<file path="src/rtl/eval_exp_fp32_128_sched_pkg.sv">
// Shared constants and FSM encoding for the fp32 exp block scheduler.
package eval_exp_fp32_128_sched_pkg;

    localparam int unsigned LANES       = 128;
    localparam int unsigned FP32_BYTES  = 4;
    localparam int unsigned BLOCK_BYTES = LANES * FP32_BYTES;

    typedef enum logic [1:0] {
        StIdle = 2'd0,
        StRun  = 2'd1,
        StDone = 2'd2
    } state_e;

endpackage

</file>
<file path="src/rtl/eval_exp_fp32_128_req_gen.sv">
// Block request generator: walks a base address in BLOCK_BYTES steps and counts issued requests.
module eval_exp_fp32_128_req_gen
    import eval_exp_fp32_128_sched_pkg::*;
#(
    parameter int unsigned ADDR_BITS = 40,
    parameter int unsigned LEN_BITS  = 16
) (
    input  logic                 clk_i,
    input  logic                 rst_ni,
    input  logic                 load_i,
    input  logic [ADDR_BITS-1:0] base_i,
    input  logic                 allow_i,
    input  logic                 ready_i,
    output logic                 valid_o,
    output logic                 fire_o,
    output logic [ADDR_BITS-1:0] addr_o,
    output logic [LEN_BITS-1:0]  issued_o
);

    logic [ADDR_BITS-1:0] addr_q, addr_d;
    logic [LEN_BITS-1:0]  issued_q, issued_d;

    // allow_i can only drop when a request fires, so valid/addr hold while ready is low.
    assign valid_o  = allow_i;
    assign fire_o   = allow_i & ready_i;
    assign addr_o   = addr_q;
    assign issued_o = issued_q;

    always_comb begin
        addr_d   = addr_q;
        issued_d = issued_q;
        if (load_i) begin
            addr_d   = base_i;
            issued_d = '0;
        end else if (fire_o) begin
            addr_d   = addr_q + ADDR_BITS'(BLOCK_BYTES);
            issued_d = issued_q + 1'b1;
        end
    end

    always_ff @(posedge clk_i or negedge rst_ni) begin
        if (!rst_ni) begin
            addr_q   <= '0;
            issued_q <= '0;
        end else begin
            addr_q   <= addr_d;
            issued_q <= issued_d;
        end
    end

endmodule

</file>
<file path="src/rtl/eval_exp_fp32_128_sched.sv">
// Read/write block scheduler for the 128-lane fp32 exp engine.
// Optional EVAL_EXP_SCHED_CYCLE_COUNT_EN adds a saturating busy-cycle counter output.
module eval_exp_fp32_128_sched
    import eval_exp_fp32_128_sched_pkg::*;
#(
    parameter string       DEVICE          = "ULTRASCALE_PLUS",
    parameter string       SIMULATION      = "false",
    parameter string       DEBUG           = "false",
    parameter int unsigned ADDR_BITS       = 40,
    parameter int unsigned LEN_BITS        = 16,
    parameter int unsigned MAX_OUTSTANDING = 4
) (
    input  logic                 aresetn,
    input  logic                 aclk,
    input  logic                 s_start,
    input  logic [ADDR_BITS-1:0] s_src_addr,
    input  logic [ADDR_BITS-1:0] s_dst_addr,
    input  logic [LEN_BITS-1:0]  s_blocks,
    output logic                 busy,
    output logic                 done,
    output logic                 err,
    output logic [ADDR_BITS-1:0] m_rd_addr,
    output logic                 m_rd_valid,
    input  logic                 m_rd_ready,
    input  logic                 rd_cmpl,
    output logic [ADDR_BITS-1:0] m_wr_addr,
    output logic                 m_wr_valid,
    input  logic                 m_wr_ready,
    input  logic                 wr_cmpl
`ifdef EVAL_EXP_SCHED_CYCLE_COUNT_EN
    ,
    output logic [31:0]          cycle_count
`endif
);

    localparam int unsigned OutW = $clog2(MAX_OUTSTANDING + 1);

    // Device/debug selectors are reserved hooks with no effect on the datapath.
    if (DEBUG == "true" && SIMULATION == "true" && DEVICE != "") begin : g_dbg_hooks
    end

    state_e              state_q, state_d;
    logic [LEN_BITS-1:0] len_q, len_d;
    logic [LEN_BITS-1:0] rd_done_q, rd_done_d;
    logic [LEN_BITS-1:0] wr_done_q, wr_done_d;
    logic [OutW-1:0]     outst_q, outst_d;
    logic                err_q, err_d;

    logic                start_acc;
    logic                rd_allow, wr_allow, rd_fire, wr_fire;
    logic                rd_cmpl_ok, wr_cmpl_ok;
    logic [LEN_BITS-1:0] rd_issued, wr_issued;

    assign start_acc = s_start && (state_q == StIdle);

    // Completions in IDLE or beyond the issued count are spurious.
    assign rd_cmpl_ok = rd_cmpl && (state_q != StIdle) && (rd_done_q < rd_issued);
    assign wr_cmpl_ok = wr_cmpl && (state_q != StIdle) && (wr_done_q < wr_issued);

    assign rd_allow = (state_q == StRun) && (rd_issued < len_q)
                      && (outst_q < OutW'(MAX_OUTSTANDING));
    assign wr_allow = (state_q == StRun) && (wr_issued < rd_done_q);

    eval_exp_fp32_128_req_gen #(
        .ADDR_BITS (ADDR_BITS),
        .LEN_BITS  (LEN_BITS)
    ) u_rd_gen (
        .clk_i    (aclk),
        .rst_ni   (aresetn),
        .load_i   (start_acc),
        .base_i   (s_src_addr),
        .allow_i  (rd_allow),
        .ready_i  (m_rd_ready),
        .valid_o  (m_rd_valid),
        .fire_o   (rd_fire),
        .addr_o   (m_rd_addr),
        .issued_o (rd_issued)
    );

    eval_exp_fp32_128_req_gen #(
        .ADDR_BITS (ADDR_BITS),
        .LEN_BITS  (LEN_BITS)
    ) u_wr_gen (
        .clk_i    (aclk),
        .rst_ni   (aresetn),
        .load_i   (start_acc),
        .base_i   (s_dst_addr),
        .allow_i  (wr_allow),
        .ready_i  (m_wr_ready),
        .valid_o  (m_wr_valid),
        .fire_o   (wr_fire),
        .addr_o   (m_wr_addr),
        .issued_o (wr_issued)
    );

    always_comb begin
        state_d   = state_q;
        len_d     = len_q;
        rd_done_d = rd_done_q;
        wr_done_d = wr_done_q;
        outst_d   = outst_q;
        err_d     = err_q | (rd_cmpl & ~rd_cmpl_ok) | (wr_cmpl & ~wr_cmpl_ok);

        if (start_acc) begin
            len_d     = s_blocks;
            rd_done_d = '0;
            wr_done_d = '0;
            outst_d   = '0;
        end else begin
            if (rd_cmpl_ok) rd_done_d = rd_done_q + 1'b1;
            if (wr_cmpl_ok) wr_done_d = wr_done_q + 1'b1;
            unique case ({rd_fire, wr_cmpl_ok})
                2'b10:   outst_d = outst_q + 1'b1;
                2'b01:   outst_d = outst_q - 1'b1;
                default: outst_d = outst_q;
            endcase
        end

        unique case (state_q)
            StIdle: if (start_acc) state_d = (s_blocks == '0) ? StDone : StRun;
            StRun:  if (wr_done_q == len_q) state_d = StDone;
            StDone: state_d = StIdle;
            default: state_d = StIdle;
        endcase
    end

    always_ff @(posedge aclk or negedge aresetn) begin
        if (!aresetn) begin
            state_q   <= StIdle;
            len_q     <= '0;
            rd_done_q <= '0;
            wr_done_q <= '0;
            outst_q   <= '0;
            err_q     <= 1'b0;
        end else begin
            state_q   <= state_d;
            len_q     <= len_d;
            rd_done_q <= rd_done_d;
            wr_done_q <= wr_done_d;
            outst_q   <= outst_d;
            err_q     <= err_d;
        end
    end

    assign busy = (state_q != StIdle);
    assign done = (state_q == StDone);
    assign err  = err_q;

`ifdef EVAL_EXP_SCHED_CYCLE_COUNT_EN
    logic [31:0] cyc_q, cyc_d;

    always_comb begin
        cyc_d = cyc_q;
        if (start_acc) begin
            cyc_d = '0;
        end else if (busy && (cyc_q != '1)) begin
            cyc_d = cyc_q + 1'b1;
        end
    end

    always_ff @(posedge aclk or negedge aresetn) begin
        if (!aresetn) begin
            cyc_q <= '0;
        end else begin
            cyc_q <= cyc_d;
        end
    end

    assign cycle_count = cyc_q;
`endif

endmodule
</file>
<file path="config.mk">
export PLATFORM = sky130hd
export DESIGN_NAME = eval_exp_fp32_128_sched
export DESIGN_NICKNAME = d
export VERILOG_FILES = /design/src/rtl/eval_exp_fp32_128_sched_pkg.sv /design/src/rtl/eval_exp_fp32_128_req_gen.sv /design/src/rtl/eval_exp_fp32_128_sched.sv
export SDC_FILE = /design/constraint.sdc
export NUM_CORES = 1
export LEC_CHECK = 0
export BUFFER_PORTS_ARGS = -buffer_cell sky130_fd_sc_hd__buf_2
export CAP_MARGIN = 10
export CORE_MARGIN = 10
export CORE_UTILIZATION = 45
export DETAILED_ROUTE_END_ITERATION = 8
export HOLD_SLACK_MARGIN = 0.1
export PLACE_DENSITY_LB_ADDON = 0.2
export SETUP_SLACK_MARGIN = 0.3
export SKIP_LAST_GASP = 1
export SYNTH_ARGS = -nofsm -noshare
export SYNTH_HDL_FRONTEND = slang
export SYNTH_SLANG_ARGS = --single-unit
</file>
<file path="constraint.sdc">
create_clock -name aclk -period 3.72 [get_ports aclk]
set_input_delay 0.186 -clock aclk [delete_from_list [all_inputs] [get_ports aclk]]
set_output_delay 0.186 -clock aclk [all_outputs]
set_load 0.03 [all_outputs]
</file>
======== After elaboration in Yosys (flattened, before gate mapping) ========
Cells that the tools add are included.
cells by class
  reduce and logical (&&, ||, !) cells .... 17
  bitwise gates (word level) .............. 8
  $add $sub $neg .......................... 8
  multiplexer cells ....................... 18
  magnitude comparators ................... 5
  equal/unequal tests ..................... 7
operator list
  operator                                                                 count
  40-bit 2-to-1 mux                                                        4
  16-bit 2-to-1 mux                                                        8
  40-bit by 10-bit adder with 40-bit output, second input constant         2
  16-bit by 1-bit adder with 16-bit output, second input constant          4
  16-bit less-than comparator                                              4
  16-bit equality test                                                     1
  16-bit logical NOT                                                       1
  2-bit nonzero test                                                       5
  1-bit logical AND                                                        8
  2-bit 2-to-1 mux                                                         3
  3-bit case mux with 2 select lines                                       1
  1-bit AND                                                                4
  2-bit by 1-bit equality test with 1-bit output, second input constant    2
  2-bit equality test, second input constant                               2
  2-bit case mux with 2 select lines                                       1
  3-bit by 1-bit adder with 3-bit output, second input constant            1
  3-bit less-than comparator, second input constant                        1
  3-bit 2-to-1 mux                                                         1
  3-bit nonzero test                                                       1
  3-bit by 1-bit subtractor with 3-bit output, second input constant       1
  2-bit logical NOT                                                        1
  2-bit by 1-bit inequality test with 1-bit output, second input constant  1
  2-bit inequality test, second input constant                             1
  1-bit NOT                                                                2
  2 further kinds                                                          3
storage, ports and cells
  flip-flop bits (word level) ............. 166
  output and inout port bits .............. 85
  word-level logic and storage cells ...... 73
  bits of input ports ..................... 103

======== Depth between registers and ports, before layout ========
  depth in word-level cells ............... 7
  gate-level depth with buffers ........... 13
  gate-level depth less buffers ........... 12

======== Modules after synthesis ========
From an unflattened synthesis, not the netlist that was laid out.
second synthesis, totals
  cell total of the unflattened synthesis .. 1136
  area total of the unflattened synthesis .. 10352.4 um^2
modules (own cells, without submodules)
  module                                cells each  times used  area each (um^2)  seq. area each (um^2)
  eval_exp_fp32_128_sched               501         1           4302.9            1351.3
  eval_exp_fp32_128_req_gen (u_rd_gen)  318         1           3032.9            1401.3
  eval_exp_fp32_128_req_gen (u_wr_gen)  317         1           3016.6            1401.3

======== Worst setup path before layout ========
Ideal clock, no wire load.
  kind .................................... reg2reg
  from .................................... reg u_rd_gen.issued_q[6] (netlist: u_rd_gen.issued_o[6])
  to ...................................... reg outst_q[2]
  arrival ................................. 2748 ps
  required time ........................... 3587 ps
  path buffers ............................ 1
  cell stages (with the launch flop) ...... 12
  path slack .............................. 840 ps
  clock period less this slack ............ 2880 ps
  library setup time ...................... 133 ps
  cell sequence ........................... dfrtp_1 -> ha_1 -> and3_1 -> nor2b_1 -> a2111oi_2 -> a21oi_2 -> clkbuf_1 -> nor2b_1 -> fa_1 -> nor3b_1 -> o21a_1 -> nor3_1
between the ends
  cells in the longest elaborated chain, start to end .. 7
  elaborated cells on any way between the ends .. 9
  classes of those cells .................. order compare: 1; eq/ne: 2; mux: 2; bitwise: 1; reduce/logical: 3
RTL lines
  element                                                                                       RTL line                         RTL
  from (decl)                                                                                   eval_exp_fp32_128_req_gen.sv:21  logic [LEN_BITS-1:0] issued_q, issued_d;
  from (signal assigned)                                                                        eval_exp_fp32_128_req_gen.sv:47  issued_q <= issued_d;
  16-bit less-than comparator *                                                                 eval_exp_fp32_128_sched.sv:60    assign rd_allow = (state_q == StRun) && (rd_issued < len_q)
  1-bit logical AND *                                                                           eval_exp_fp32_128_sched.sv:60
  1-bit logical AND *                                                                           eval_exp_fp32_128_sched.sv:61    && (outst_q < OutW'(MAX_OUTSTANDING));
  1-bit AND *                                                                                   eval_exp_fp32_128_req_gen.sv:25  assign fire_o = allow_i & ready_i;
  2-bit by 1-bit equality test with 1-bit output / 2-bit equality test (equally long branches)  eval_exp_fp32_128_sched.sv:112   unique case ({rd_fire, wr_cmpl_ok})
  3-bit case mux with 2 select lines                                                            eval_exp_fp32_128_sched.sv:112
  3-bit 2-to-1 mux                                                                              eval_exp_fp32_128_sched.sv:104   if (start_acc) begin
  to (signal assigned)                                                                          eval_exp_fp32_128_sched.sv:140   outst_q <= outst_d;
  to (decl)                                                                                     eval_exp_fp32_128_sched.sv:46    logic [OutW-1:0] outst_q, outst_d;
Every way passes the cells marked *; elsewhere a longest branch is shown, timed or not.
A chain may end at the register's enable or synchronous reset.

======== Worst setup path after layout ========
  from .................................... reg wr_done_q[2]
  to ...................................... reg err_q (netlist: err)
between the ends
  cells in the longest elaborated chain, start to end .. 5
RTL lines
  element                      RTL line                        RTL
  from (decl)                  eval_exp_fp32_128_sched.sv:45   logic [LEN_BITS-1:0] wr_done_q, wr_done_d;
  from (signal assigned)       eval_exp_fp32_128_sched.sv:139  wr_done_q <= wr_done_d;
  16-bit less-than comparator  eval_exp_fp32_128_sched.sv:58   assign wr_cmpl_ok = wr_cmpl && (state_q != StIdle) && (wr_done_q < wr_issued);
  1-bit logical AND            eval_exp_fp32_128_sched.sv:58
  1-bit NOT                    eval_exp_fp32_128_sched.sv:102  err_d = err_q | (rd_cmpl & ~rd_cmpl_ok) | (wr_cmpl & ~wr_cmpl_ok);
  1-bit AND                    eval_exp_fp32_128_sched.sv:102
  1-bit bitwise OR             eval_exp_fp32_128_sched.sv:102
  net err_d                    eval_exp_fp32_128_sched.sv:47   logic err_q, err_d;
  to (signal assigned)         eval_exp_fp32_128_sched.sv:141  err_q <= err_d;
  to (decl)                    eval_exp_fp32_128_sched.sv:47
The timed path passes the listed nets, and every way through them passes these cells.

==> metrics.csv <==
stage;metric;value;unit
grt;GRT overflow;0;
setup_path;Setup CP Type;reg -> reg;
sta;Final setup viols;0;
place;hpwl dp;20.77;mm
clock_tree;clk root buf;clkbuf_16;
sta;Slew Limit Fails;0;
synthesis;Synth Cell Area;9975;um^2
synthesis;cell count after synthesis;1132;
detailed_routing;drt pass-1 iters;5;
sta;min cycle time layout;3.079;ns
synthesis;Top FF cell, synth;dfrtp_1;
finish;share of cells above drive strength 1;18.16;%
detailed_routing;drt drc;0;
detailed_routing;metal2 WL;13.83;mm
finish;fin nets;1572;
clock_tree;Post-CTS Repair Setup Buffers;0;
synthesis;Seq/Total Area, Yosys;41.65;%
synthesis;Avg Inst Size Synth;8.811;um^2
detailed_routing;DRT antenna net count;0;
sta;Min Hold Slack;0.1660;ns
sta;setup_tns;0;ns
detailed_routing;Metal-1 WL;12.96;mm
sta;Highest Clock Rate;0.3248;GHz
setup_path;worst reg2reg endpoint;err$_DFF_PN0_;
die;Initial Util;45.71;%
detailed_routing;met3 wire length;1.803;mm
sta;clock skew;0.01448;ns
sta;Rel. slew slack;46.53;%
synthesis;share of the synthesized area in the top cell type;41.65;%
power;pwr dens;531.2;nW/um^2
setup_path;Crit Path Max Fanout;19;
synthesis;compound-cell area share of the yosys netlist;9.182;%
clock_tree;clk buf depth;2;
synthesis;Async SR Flop Fraction;100.0;%
die;I/O pin count;188;
detailed_routing;drt wl/cell;17.22;um
power;LEAKAGE;5.738;nW
sta;endpoints failing hold;0;
place;RD Place Congestion;0.8654;
grt;largest net degree at the start of global routing;71;
clock_tree;CTS H-Tree Depth;4;
clock_tree;CTS tree;yes;
detailed_routing;final wirelength;29.20;mm
clock_tree;Clock transition at path regs;0.07;ns
place;port bufs;187;
grt;vias in the first global route;9074;
sta;crit share post-route;82.76;%
hold_path;WHS Endpoint;state_q[0]$_DFFE_PN0P_;
synthesis;Post-Synth Adder-Cell Area;8.480;%
synthesis;Synth warnings;0;
setup_path;WP data required;4.02;ns
sta;Worst Tran Pin Value;0.7997;ns
detailed_routing;DR vias;8836;
job;Max Cap Viol;0;
run_status;status;completed;
synthesis;Synthesized Nets;1302;
grt;gr usage total;20.37;%
sta;RSZ-0062 raised after global routing;false;
synthesis;Synth area leaders;dfrtp_1 42%, xnor2_1 11%, ha_1 8.3%;
setup_path;Worst setup SP type;flip-flop;
synthesis;Commonest cells post-synth;166 x dfrtp_1, 148 x nand2_1, 124 x xnor2_1, 112 x nor2_1, 86 x inv_1;
synthesis;Synth area leader;dfrtp_1;
die;Core Rows;54;
setup_path;Worst path slowest cell;dfrtp_1;
power;Peak VDD IR;0.2799;mV
clock_tree;TritonCTS Buffers;17;
setup_path;reg2reg start;wr_done_q[2]$_DFFE_PN0P_;
finish;Layout Utilization;58.75;%
setup_path;setup slack, reg-to-reg;0.64;ns
detailed_routing;Vias per Instance;5.210;
synthesis;post-synth cell types;54;
die;die height;168.9;um
hold_path;hold path start;s_start;
die;Die W;168.9;um
finish;area grow syn2layout;28.54;%
finish;area of the multi-input gates;5310;um^2
detailed_routing;starting DRC count in detailed routing;551;
setup_path;worst path cell trace;ha_1 -> o21a_1 -> o2111ai_1 -> o21ai_1 -> a311o_1 -> buf_4 -> a221o_1 -> dlygate4sd3_1;
synthesis;top-count cell post-synth;dfrtp_1;
clock_tree;# hold bufs at CTS;99;
hold_path;HP Class;in -> reg;
setup_path;slowest cell delay on critical path;0.60;ns
grt;first-pass GRT wire length;47.87;mm
setup_path;CP Data Arrival Time;3.38;ns
setup_path;FF-to-FF path depth;8;
finish;Reg area;4154;um^2
synthesis;Yosys reg bits;166;
clock_tree;Skew-Pair Late Insertion Delay;0.43;ns
finish;filler instances;1916;
setup_path;endpoint class of the critical path;flip-flop;
hold_path;Hold Path Stages;4;
synthesis;XOR/XNOR share of the synthesized area;11.41;%
synthesis;number of flops mapped to enable cells by yosys;0;
grt;initial antenna violation count;1;
synthesis;Post-Synth Simple-Gate Area;23.33;%
die;die area;28520;um^2
detailed_routing;Top Metal Used;met4;
synthesis;largest family of logic cells by synthesized area;simple AND/OR/NAND/NOR gates;
synthesis;multiplexer area fraction after synthesis;0.7025;%
clock_tree;post-cts sizing count;0;
die;core box area;21820;um^2
clock_tree;total clock sinks;166;
-- cell type report --
class                      count  share of cell area, %
timing repair buffer         299                  16.13
antenna                        1                0.01952
tap                          280                  2.733
inverter                      87                  2.547
sequential                   166                  32.40
multi-input combinational    831                  41.42
clock buffer                  19                  3.533
clock inverter                13                  1.220
-- critical path: cells and delay by family (launching register included) --
kind	cells	cell delay (ns)
AO/OA/AOI/OAI	5	1.23
adder cells (fa/ha/maj)	1	0.30
buffers and inverters	2	0.82
flip-flops	1	0.60
-- placed cells by master, fill, tap and decap left out, types with 5 or more instances in the layout --
cell | Yosys | final
o21a_1 | 6 | 6
nor4_1 | 24 | 24
xor2_1 | 6 | 6
ha_1 | 66 | 66
and4_1 | 5 | 5
clkbuf_16 | 0 | 17
nand2_1 | 148 | 147
xnor2_1 | 124 | 124
mux2i_1 | 7 | 7
buf_4 | 1 | 10
inv_1 | 86 | 86
nor4_2 | 12 | 12
or3_1 | 6 | 6
dfrtp_1 | 166 | 166
a211oi_1 | 6 | 6
buf_2 | 10 | 186
o211ai_1 | 5 | 5
a21oi_1 | 52 | 52
nor3_1 | 62 | 62
inv_6 | 0 | 6
o21ai_0 | 59 | 59
nor2_1 | 112 | 112
nor2b_1 | 6 | 6
and3_1 | 13 | 13
dlygate4sd3_1 | 0 | 99
nand4_1 | 27 | 27
nand3_1 | 37 | 37
-- registers in the layout (all words and copies together), names as in the netlist --
register           flops
u_wr_gen.issued_o     16
rd_done_q             16
wr_done_q             16
u_wr_gen.addr_o       40
outst_q                3
err                    1
u_rd_gen.addr_o       40
state_q                2
u_rd_gen.issued_o     16
len_q                 16
-- where the power goes --
group / total [mW] / switching, mW / internal, mW / leakage [nW]
sequential: 2.64 / 0.500 / 2.14 / 2.09
combinational: 2.32 / 1.39 / 0.932 / 3.35
clock: 1.85 / 0.796 / 1.05 / 0.300
-- metrics by stage --
stage	cell area [um^2]	power, mW	setup slack (ns)	std cells
6_report	12820	6.811	0.6414	1696
3_3_place_gp	11220	4.844	0.7851	1564
4_1_cts	12820	6.855	0.6433	1695
3_5_place_dp	11220	4.904	0.6666	1564
2_1_floorplan	9975	4.152	0.8398	1132
5_1_grt	12820	7.260	0.4910	1696
-- per-layer routing --
metal / global-route usage (%) / up-vias
met5: 0 / -
met4: 5.867 / 0
met3: 5.975 / 39
met2: 32.84 / 227
met1: 25.90 / 4178
li1: - / 4392
-- how the worst max path moves through the flow --
stage,from,end,slack (ns),cells past startpoint
2_1_floorplan,u_rd_gen.issued_o[6]$_DFFE_PN0P_,outst_q[2]$_DFFE_PN0P_,0.84,11
6_report,wr_done_q[2]$_DFFE_PN0P_,err$_DFF_PN0_,0.64,8
5_1_grt,u_wr_gen.issued_o[13]$_DFFE_PN0P_,err$_DFF_PN0_,0.49,9
3_3_place_gp,len_q[6]$_DFFE_PN0P_,outst_q[2]$_DFFE_PN0P_,0.79,12
3_5_place_dp,u_rd_gen.issued_o[6]$_DFFE_PN0P_,outst_q[2]$_DFFE_PN0P_,0.67,11
4_1_cts,u_wr_gen.issued_o[13]$_DFFE_PN0P_,err$_DFF_PN0_,0.64,9
-- cell families (layout without fill, tap and decap cells) --
logic type / after synthesis / count (layout)
simple gates: 473 / 473
compound gates: 154 / 154
fa+ha+maj: 67 / 67
flops: 166 / 166
other cells: 0 / 1
mux: 7 / 7
xor+xnor: 130 / 130
buf+inv: 135 / 418
No activity file was read; power rests on OpenSTA's default activity.
